$ cat src/rtl/mem_sig_monitor.sv
// mem_sig_monitor: watches SoC memory writes for stop/trap/dump signature
// addresses, queues register dump records for a consumer and sequences the
// end of a simulation run (RUN -> DRAIN -> DONE, or straight to DONE on the
// run-length limit).
// Optional feature: define SIG_MON_FP_DUMP_EN to enable FP register dumps at
// address 0x18; without it those writes are ignored and dump_is_fp_o is 0.
//
// state   | meaning
// --------+--------------------------------------------------------------
// S_RUN   | normal operation; decoded writes acted on, cycle count runs
// S_DRAIN | stop/trap seen; counting down DRAIN_CYCLES before finishing
// S_DONE  | run finished; terminal until reset
module mem_sig_monitor #(
  parameter int unsigned DRAIN_CYCLES = 50,
  parameter int unsigned FIFO_DEPTH   = 4,
  parameter bit          TRAP_STOP    = 1'b1
) (
  input  logic        clk_i,
  input  logic        rst_ni,
  input  logic        mem_req_i,
  input  logic        mem_we_i,
  input  logic [63:0] mem_addr_i,
  input  logic [63:0] mem_wdata_i,
  input  logic [7:0]  mem_strb_i,
  input  logic [31:0] simlen_i,
  output logic        dump_valid_o,
  input  logic        dump_ready_i,
  output logic        dump_is_fp_o,
  output logic [4:0]  dump_idx_o,
  output logic [63:0] dump_data_o,
  output logic        done_o,
  output logic [1:0]  done_cause_o,
  output logic        trap_seen_o,
  output logic        overflow_o,
  output logic [31:0] cycle_cnt_o
);

  localparam int unsigned PTR_W = (FIFO_DEPTH > 1) ? $clog2(FIFO_DEPTH) : 1;
  localparam int unsigned CNT_W = (DRAIN_CYCLES > 0) ? $clog2(DRAIN_CYCLES + 1) : 1;
  localparam logic [PTR_W:0] PTR_ONE = 1;

  typedef enum logic [1:0] {S_RUN, S_DRAIN, S_DONE} state_t;

  state_t           state_q, state_d;
  logic [CNT_W-1:0] drain_q, drain_d;
  logic [1:0]       cause_q, cause_d;
  logic             trap_q, ovf_q;
  logic [31:0]      cyc_q;
  logic [4:0]       int_idx_q;
  logic [4:0]       rec_idx;
  logic             wr_qual, hit_stop, hit_trap, hit_int, hit_fp;
  logic             push_req, push, pop, empty, full;
  logic [PTR_W:0]   wr_ptr_q, rd_ptr_q;
  logic [63:0]      fifo_data [FIFO_DEPTH];
  logic [4:0]       fifo_idx  [FIFO_DEPTH];

  // byte strobes carry no meaning for signature writes
  logic strb_unused;
  assign strb_unused = ^mem_strb_i;

  assign wr_qual  = mem_req_i && mem_we_i;
  assign hit_stop = wr_qual && (mem_addr_i == 64'h0);
  assign hit_trap = wr_qual && (mem_addr_i == 64'h8);
  assign hit_int  = wr_qual && (mem_addr_i == 64'h10);

`ifdef SIG_MON_FP_DUMP_EN
  logic [4:0] fp_idx_q;
  logic       fifo_fp [FIFO_DEPTH];

  assign hit_fp  = wr_qual && (mem_addr_i == 64'h18);
  assign rec_idx = hit_fp ? fp_idx_q : int_idx_q;

  // FP index wraps naturally 31 -> 0, advancing even when the record is dropped
  always_ff @(posedge clk_i or negedge rst_ni) begin
    if (!rst_ni) fp_idx_q <= 5'd0;
    else if (push_req && hit_fp) fp_idx_q <= fp_idx_q + 5'd1;
  end

  // FP flag storage alongside the data records
  always_ff @(posedge clk_i) begin
    if (push) fifo_fp[wr_ptr_q[PTR_W-1:0]] <= hit_fp;
  end

  assign dump_is_fp_o = fifo_fp[rd_ptr_q[PTR_W-1:0]];
`else
  assign hit_fp       = 1'b0;
  assign rec_idx      = int_idx_q;
  assign dump_is_fp_o = 1'b0;
`endif

  // dumps are only captured in RUN; a full FIFO drops unless a pop frees a slot
  assign empty    = (wr_ptr_q == rd_ptr_q);
  assign full     = ((wr_ptr_q ^ rd_ptr_q) == {1'b1, {PTR_W{1'b0}}});
  assign pop      = !empty && dump_ready_i;
  assign push_req = (state_q == S_RUN) && (hit_int || hit_fp);
  assign push     = push_req && (!full || pop);

  // next-state, drain countdown and cause latch
  always_comb begin
    state_d = state_q;
    drain_d = drain_q;
    cause_d = cause_q;
    unique case (state_q)
      S_RUN: begin
        if (hit_stop) begin
          state_d = S_DRAIN;
          drain_d = CNT_W'(DRAIN_CYCLES);
          cause_d = 2'd1;
        end else if (hit_trap && TRAP_STOP) begin
          state_d = S_DRAIN;
          drain_d = CNT_W'(DRAIN_CYCLES);
          cause_d = 2'd2;
        end else if ((simlen_i != 32'd0) && (cyc_q == simlen_i - 32'd1)) begin
          state_d = S_DONE;
          cause_d = 2'd3;
        end
      end
      S_DRAIN: begin
        if (drain_q == '0) state_d = S_DONE;
        else               drain_d = drain_q - CNT_W'(1);
      end
      S_DONE:  state_d = S_DONE;
      default: state_d = S_RUN;
    endcase
  end

  // control state, sticky flags and the run cycle counter
  always_ff @(posedge clk_i or negedge rst_ni) begin
    if (!rst_ni) begin
      state_q <= S_RUN;
      drain_q <= '0;
      cause_q <= 2'd0;
      trap_q  <= 1'b0;
      ovf_q   <= 1'b0;
      cyc_q   <= 32'd0;
    end else begin
      state_q <= state_d;
      drain_q <= drain_d;
      cause_q <= cause_d;
      if ((state_q == S_RUN) && hit_trap) trap_q <= 1'b1;
      if (push_req && !push) ovf_q <= 1'b1;
      // the edge that leaves RUN is not counted, so a limit of N stops at N-1
      if ((state_q == S_RUN) && (state_d == S_RUN)) cyc_q <= cyc_q + 32'd1;
    end
  end

  // integer index runs 1..31 (x0 is never dumped), advancing even on a drop
  always_ff @(posedge clk_i or negedge rst_ni) begin
    if (!rst_ni) int_idx_q <= 5'd1;
    else if (push_req && hit_int) int_idx_q <= (int_idx_q == 5'd31) ? 5'd1 : int_idx_q + 5'd1;
  end

  // FIFO pointers; the extra MSB distinguishes full from empty
  always_ff @(posedge clk_i or negedge rst_ni) begin
    if (!rst_ni) begin
      wr_ptr_q <= '0;
      rd_ptr_q <= '0;
    end else begin
      if (push) wr_ptr_q <= wr_ptr_q + PTR_ONE;
      if (pop)  rd_ptr_q <= rd_ptr_q + PTR_ONE;
    end
  end

  // record storage; contents are don't-care until written
  always_ff @(posedge clk_i) begin
    if (push) begin
      fifo_data[wr_ptr_q[PTR_W-1:0]] <= mem_wdata_i;
      fifo_idx[wr_ptr_q[PTR_W-1:0]]  <= rec_idx;
    end
  end

  assign dump_valid_o = !empty;
  assign dump_idx_o   = fifo_idx[rd_ptr_q[PTR_W-1:0]];
  assign dump_data_o  = fifo_data[rd_ptr_q[PTR_W-1:0]];
  assign done_o       = (state_q == S_DONE);
  assign done_cause_o = cause_q;
  assign trap_seen_o  = trap_q;
  assign overflow_o   = ovf_q;
  assign cycle_cnt_o  = cyc_q;

endmodule

$ cat config.mk
export PLATFORM = sky130hd
export DESIGN_NAME = mem_sig_monitor
export DESIGN_NICKNAME = d
export VERILOG_FILES = /design/src/rtl/mem_sig_monitor.sv
export SDC_FILE = /design/constraint.sdc
export NUM_CORES = 1
export LEC_CHECK = 0
export BUFFER_PORTS_ARGS = -buffer_cell sky130_fd_sc_hd__buf_4
export CORE_MARGIN = 4
export CORE_UTILIZATION = 40
export DETAILED_ROUTE_END_ITERATION = 7
export RECOVER_POWER = 50
export SLEW_MARGIN = 10
export SYNTH_ARGS = -nofsm -noshare
export SYNTH_HDL_FRONTEND = slang
export SYNTH_SLANG_ARGS = --single-unit
$ cat constraint.sdc
create_clock -name clk_i -period 10.7 [get_ports clk_i]
set_input_delay 0.535 -clock clk_i [delete_from_list [all_inputs] [get_ports clk_i]]
set_output_delay 0.535 -clock clk_i [all_outputs]
set_load 0.005 [all_outputs]
==> results.toml, run 1 <==
[route]
firstDrtPassIters = 5
viasPerCell = 5.26
drc = 0
routedWlPerCell_um = 19.7
drt_iter0_drc = 547
ant_nets = 0
wl_um = 31400
vias = 8381

[clock_tree]
cts_inserted_buffers = 36
cts-root-buf = "clkbuf_16"
insertion_delay_ns = 0.52
cts_tree = "done"
post_cts_resized = 0
cts_sinks = 331
hold_buffers = 0
cts_buffer_depth = 3
clkTransAtPathRegs_ns = 0.06
cts_max_level = 2
postCtsSetupRepairBufs = 0

[yosys]
synth_edf_count = 276
synth_area_leader_cell = "edfxtp_1"
synthCells = 824
synth_area_sq_um = 13900
ys_ff_latch = 331
ys_seq_area_share_pct = 69.5
yosysTopAreaCellShare_pct = 59.6
netlist_top_cells_area = "edfxtp_1 (60%), mux4_2 (11%), dfrtp_1 (9.7%)"
ys.flop_type = "edfxtp_1"
yosysUniqueCellTypes = 59
syn-num-nets = 1008
async_reset_ff_share_pct = 16.6
ys_warn_count = 0
avgSynthCellArea_sq_um = 16.9

[timing]
worst_slack_ns = 6.33
holdWs_ns = 0.267
slew_headroom_pct = -114
min_period_ns = 4.37
final.setup_skew_ns = 0.0217
rsz0062_at_grt = "no"
tightest_slew_ns = 3.20
finalMaxSlewViolations = 86
max_freq_mhz = 229
finalSetupTns_ns = 0
hold_violations = 0
period_share_pct = 40.8
setup_viol = 0

[cells_and_area]
area_growth_pct = 24.5
fin_nets = 1295
layout_common_cells = "edfxtp_1 (276), buf_4 (178), clkbuf_1 (88)"
final_common_cell = "edfxtp_1"
antenna_cells = 0
design_area_sq_um = 17300
fill_cells = 2997
drive_gt1_share_pct = 29.9

[global_route]
grt_pass1_wl_um = 49600
grt_max_degree = 68
grt_antenna_before_repair = 0
grt_pass1_vias = 8819
grt_use_total_pct = 16.4
overflow = 0

[floorplanning]
die_h_um = 194
rows = 68
start_util_pct = 40.4
dieArea_sq_um = 37800
die_w_um = 194
core-area_sq_um = 34500
io_pins = 281

[critical_path]
crit_path_end_kind = "output pin"
start_kind = "register"
worstPathArrival_ns = 3.83
critPathKind = "reg -> out"
required_ns = 10.17
path_max_fanout = 44

[min_path]
hp-class = "in -> reg"

[job]
max-cap-violations = 2

[place]
dp_hpwl_um = 20900
io_buffers = 271
placed_area_sq_um = 16500
dpl_worst_slack_ns = 5.76
place_congestion = 0.824

[run_status]
outcome = "finished with violations"
violations = "max-capacitance violations, max-slew violations"

[power_and_ir_drop]
vdd_ir_drop_max_uv = 109
pwr_density_cell_nw_per_um2 = 153
power.leakage_nw = 6.02
p_total_mw = 2.65
cell families after synthesis:
group / synth area share (%)
xor gates and xnor gates: 4.91
DFF: 69.5
adders and majority gates: 0.990
other: 0.0270
buffers and inverters: 1.42
AOI/OAI and AO/OA: 2.23
muxes: 11.6
and+or+nand+nor: 9.34
flip-flops by register name, indices dropped and copies added (netlist names):
signal	cells
rd_ptr_q	3
int_idx_q	5
trap_seen_o	1
drain_q	6
overflow_o	1
fifo_idx	20
state_q	2
done_cause_o	2
cycle_cnt_o	32
wr_ptr_q	3
fifo_data	256
critical path, cell delays in order (launching register included):
cell and delay (ns):
dfrtp_1 1.61, buf_4 0.92, mux4_2 0.64, buf_4 0.16
metal layers:
| layer | routed length, um | up-vias | global-route usage [%] |
|---|---|---|---|
| met2 | 15500 | 257 | 26.8 |
| met3 | 1960 | 48 | 3.36 |
| met4 | 647 | 0 | 4.53 |
| li1 | - | 3863 | - |
| met1 | 13300 | 4213 | 22.5 |
| met5 | 0 | - | 0 |
path summary, 6_finish.rpt:
kind,from,end,slack [ns],depth (start not counted)
hold / removal,mem_addr_i[3],trap_seen_o,0.27,2
setup reg to reg,rd_ptr_q[0],fifo_data[2][28],6.33,6
setup / recovery,rd_ptr_q[0],dump_data_o[48],6.33,3
hold reg to reg,overflow_o,overflow_o,0.45,1
min in group asynchronous,rst_ni,cycle_cnt_o[31],1.10,1
max in group asynchronous,rst_ni,rd_ptr_q[1],7.34,1
synth_stat cells (2+ instances only):
| cell type | count |
|---|---|
| edfxtp_1 | 276 |
| mux4_2 | 69 |
| xnor2_1 | 60 |
| dfrtp_1 | 54 |
| nand2_1 | 39 |
| nor4_1 | 34 |
| nor2_1 | 31 |
| nand3_1 | 30 |
| nor3_1 | 28 |
| clkbuf_1 | 18 |
| nand4_1 | 18 |
| xor2_1 | 18 |
| inv_1 | 15 |
| o21ai_0 | 13 |
| ha_1 | 11 |
| and3_1 | 10 |
| buf_1 | 9 |
| a21oi_1 | 7 |
| nand2b_1 | 7 |
| or4_1 | 7 |
| nand4b_1 | 5 |
| mux2_2 | 4 |
| or3_1 | 4 |
| and2_1 | 3 |
| and4_1 | 3 |
| o31ai_1 | 3 |
| or2_2 | 3 |
| a211oi_1 | 2 |
| a21o_1 | 2 |
| a22oi_1 | 2 |
| a2bb2oi_1 | 2 |
| a41oi_1 | 2 |
| buf_2 | 2 |
| buf_6 | 2 |
| nor2b_1 | 2 |
| nor3b_1 | 2 |
| nor4bb_1 | 2 |
| o2111ai_1 | 2 |
| o31a_1 | 2 |
| or4b_2 | 2 |
area by class of cell:
class,count,area (sq um),area share (%)
sequential,331,9670,55.8
multi-input combinational,446,4070,23.5
timing repair buffer,281,1810,10.5
clock buffer,49,1010,5.84
tap,455,569,3.29
clock inverter,17,126,0.730
inverter,15,56.3,0.325
stage by stage:
step / util, % / std cells
final: 50.3 / 1594
after global routing: 50.3 / 1594
after CTS: 51.1 / 1594
after detailed placement: 47.8 / 1528
after global placement: 47.8 / 1528
after floorplan: - / 824
power by group:
part	leakage, nW	switching (mW)	internal, mW
registers	3.25	0.0000111	1.40
logic	2.22	0.0397	0.0379
clock network	0.551	0.481	0.691
Note: power is estimated with default switching activity, not from simulation.
==> run 2: changes to the inputs <==
clock period = 3.7 ns   (was 10.7 ns; I/O delays follow)
==> results.toml, run 2 (synthesis results as in run 1) <==
[power_and_ir_drop]
p_total_mw = 7.88
power.leakage_nw = 6.50
vdd_ir_drop_max_uv = 294
pwr_density_cell_nw_per_um2 = 430

[clock_tree]
cts_buffer_depth = 3
cts_max_level = 2
cts_tree = "done"
insertion_delay_ns = 0.51
cts_inserted_buffers = 35
post_cts_resized = 0
postCtsSetupRepairBufs = 0
cts-root-buf = "clkbuf_16"
clkTransAtPathRegs_ns = 0.06
cts_sinks = 331

[critical_path]
path_max_fanout = 9
worstPathArrival_ns = 3.82
path_cells = "o21ba_2, a221oi_1, a41oi_1, nor4_1, o2111ai_1, or4_1, a2111o_1, buf_4, buf_12, nand4_1, xnor2_1"
slowest_delay_ns = 0.56
required_ns = 4.11
crit_path_end_kind = "register"
critPathKind = "reg -> reg"
start_kind = "register"
crit_path_top_delay_cell = "or4_1"

[timing]
hold_violations = 0
max_freq_mhz = 294
slew_headroom_pct = -2.89
final.setup_skew_ns = 0.0164
holdWs_ns = 0.0357
tightest_slew_ns = 1.54
period_share_pct = 92.1
setup_viol = 0
rsz0062_at_grt = "no"
min_period_ns = 3.41
finalMaxSlewViolations = 72

[floorplanning]
core-area_sq_um = 34500
start_util_pct = 40.4
io_pins = 281
rows = 68
dieArea_sq_um = 37800
die_h_um = 194
die_w_um = 194

[cells_and_area]
layout_common_cells = "edfxtp_1 (276), buf_4 (204), clkbuf_1 (88)"
final_common_cell = "edfxtp_1"
antenna_cells = 0
fill_cells = 2888
drive_gt1_share_pct = 29.9
largest_reg_flops = 256
fin_nets = 1395
area_growth_pct = 31.8
stdcell_count = 1692

[place]
place_congestion = 0.850
dp_hpwl_um = 21100
dp_cells = 1562
io_buffers = 271

[route]
drc = 0
routedWlPerCell_um = 18.7
drt_iter0_drc = 545
vias = 8691
wl_um = 31700
ant_nets = 0
viasPerCell = 5.14
firstDrtPassIters = 5

[global_route]
overflow = 0
grt_pass1_vias = 9166
grt_max_degree = 72
grt_use_total_pct = 16.4
grt_pass1_wl_um = 50400
grt_antenna_before_repair = 0

[run_status]
outcome = "finished with violations"
violations = "max-capacitance violations, max-slew violations"

[job]
max-cap-violations = 1

[min_path]
hp-class = "in -> reg"
run 2: layer usage:
metal | track usage (%) | up-vias | part of all wire [%]
li1 | - | 4052 | -
met1 | 22.2 | 4343 | 44
met2 | 27.4 | 250 | 49
met3 | 3.02 | 46 | 5.1
met4 | 4.82 | 0 | 2.3
met5 | 0 | - | 0
run 2: path summary, 6_finish.rpt:
| path | startpoint | end | slack, ns | cells past startpoint |
|---|---|---|---|---|
| worst min-delay path | mem_addr_i[4] | drain_q[5] | 0.04 | 3 |
| worst max register to register | cycle_cnt_o[2] | cycle_cnt_o[9] | 0.29 | 11 |
| worst max-delay path | cycle_cnt_o[2] | cycle_cnt_o[9] | 0.29 | 11 |
| worst min register to register | overflow_o | overflow_o | 0.46 | 1 |
| max in group asynchronous | rst_ni | rd_ptr_q[0] | 2.07 | 2 |
| min in group asynchronous | rst_ni | cycle_cnt_o[28] | 0.58 | 2 |
run 2: power breakdown:
group          switching [mW]  total (mW)  leakage (nW)  internal [mW]
Combinational           0.130       0.293          2.67          0.163
Sequential          0.0000325        4.04          3.25           4.04
Clock                    1.35        3.55         0.581           2.20
Total                    1.48        7.88          6.50           6.40
run 2: final cells by class:
class | count | area (sq um) | area share [%]
Sequential cell | 331 | 9670 | 52.8
Multi-Input combinational cell | 446 | 4070 | 22.2
Timing Repair Buffer | 382 | 2780 | 15.1
Clock buffer | 42 | 923 | 5.04
Tap cell | 455 | 569 | 3.11
Clock inverter | 21 | 262 | 1.43
Inverter | 15 | 56.3 | 0.307
run 2: critical path, delay by kind of cell, from the launching register on:
family                    cells  cell delay [ns]
AOI/OAI and AO/OA             5             1.36
xor gates and xnor gates      1             0.13
buffers and inverters         2             0.37
DFF                           1             0.44
and+or+nand+nor               3             1.01
run 2: repair_timing:
item                                    4_1_cts  5_1_grt
hold buffers                                 67        0
hold endpoints to repair                    315        0
endpoints found under the setup margin        0        0
run 2: metrics by stage:
| stage | utilization, % | instance area (sq um) | TNS (ns) | setup slack [ns] |
|---|---|---|---|---|
| 6_report | 53.2 | 18300 | 0 | 0.293 |
| 5_1_grt | 53.2 | 18300 | 0 | 0.183 |
| 4_1_cts | 54.1 | 18700 | 0 | 0.279 |
| 3_5_place_dp | 48.8 | 16800 | -1.24 | -0.113 |
| 3_3_place_gp | 48.8 | 16800 | -0.299 | -0.0411 |
| 2_1_floorplan | - | 13900 | -31.98 | -0.155 |
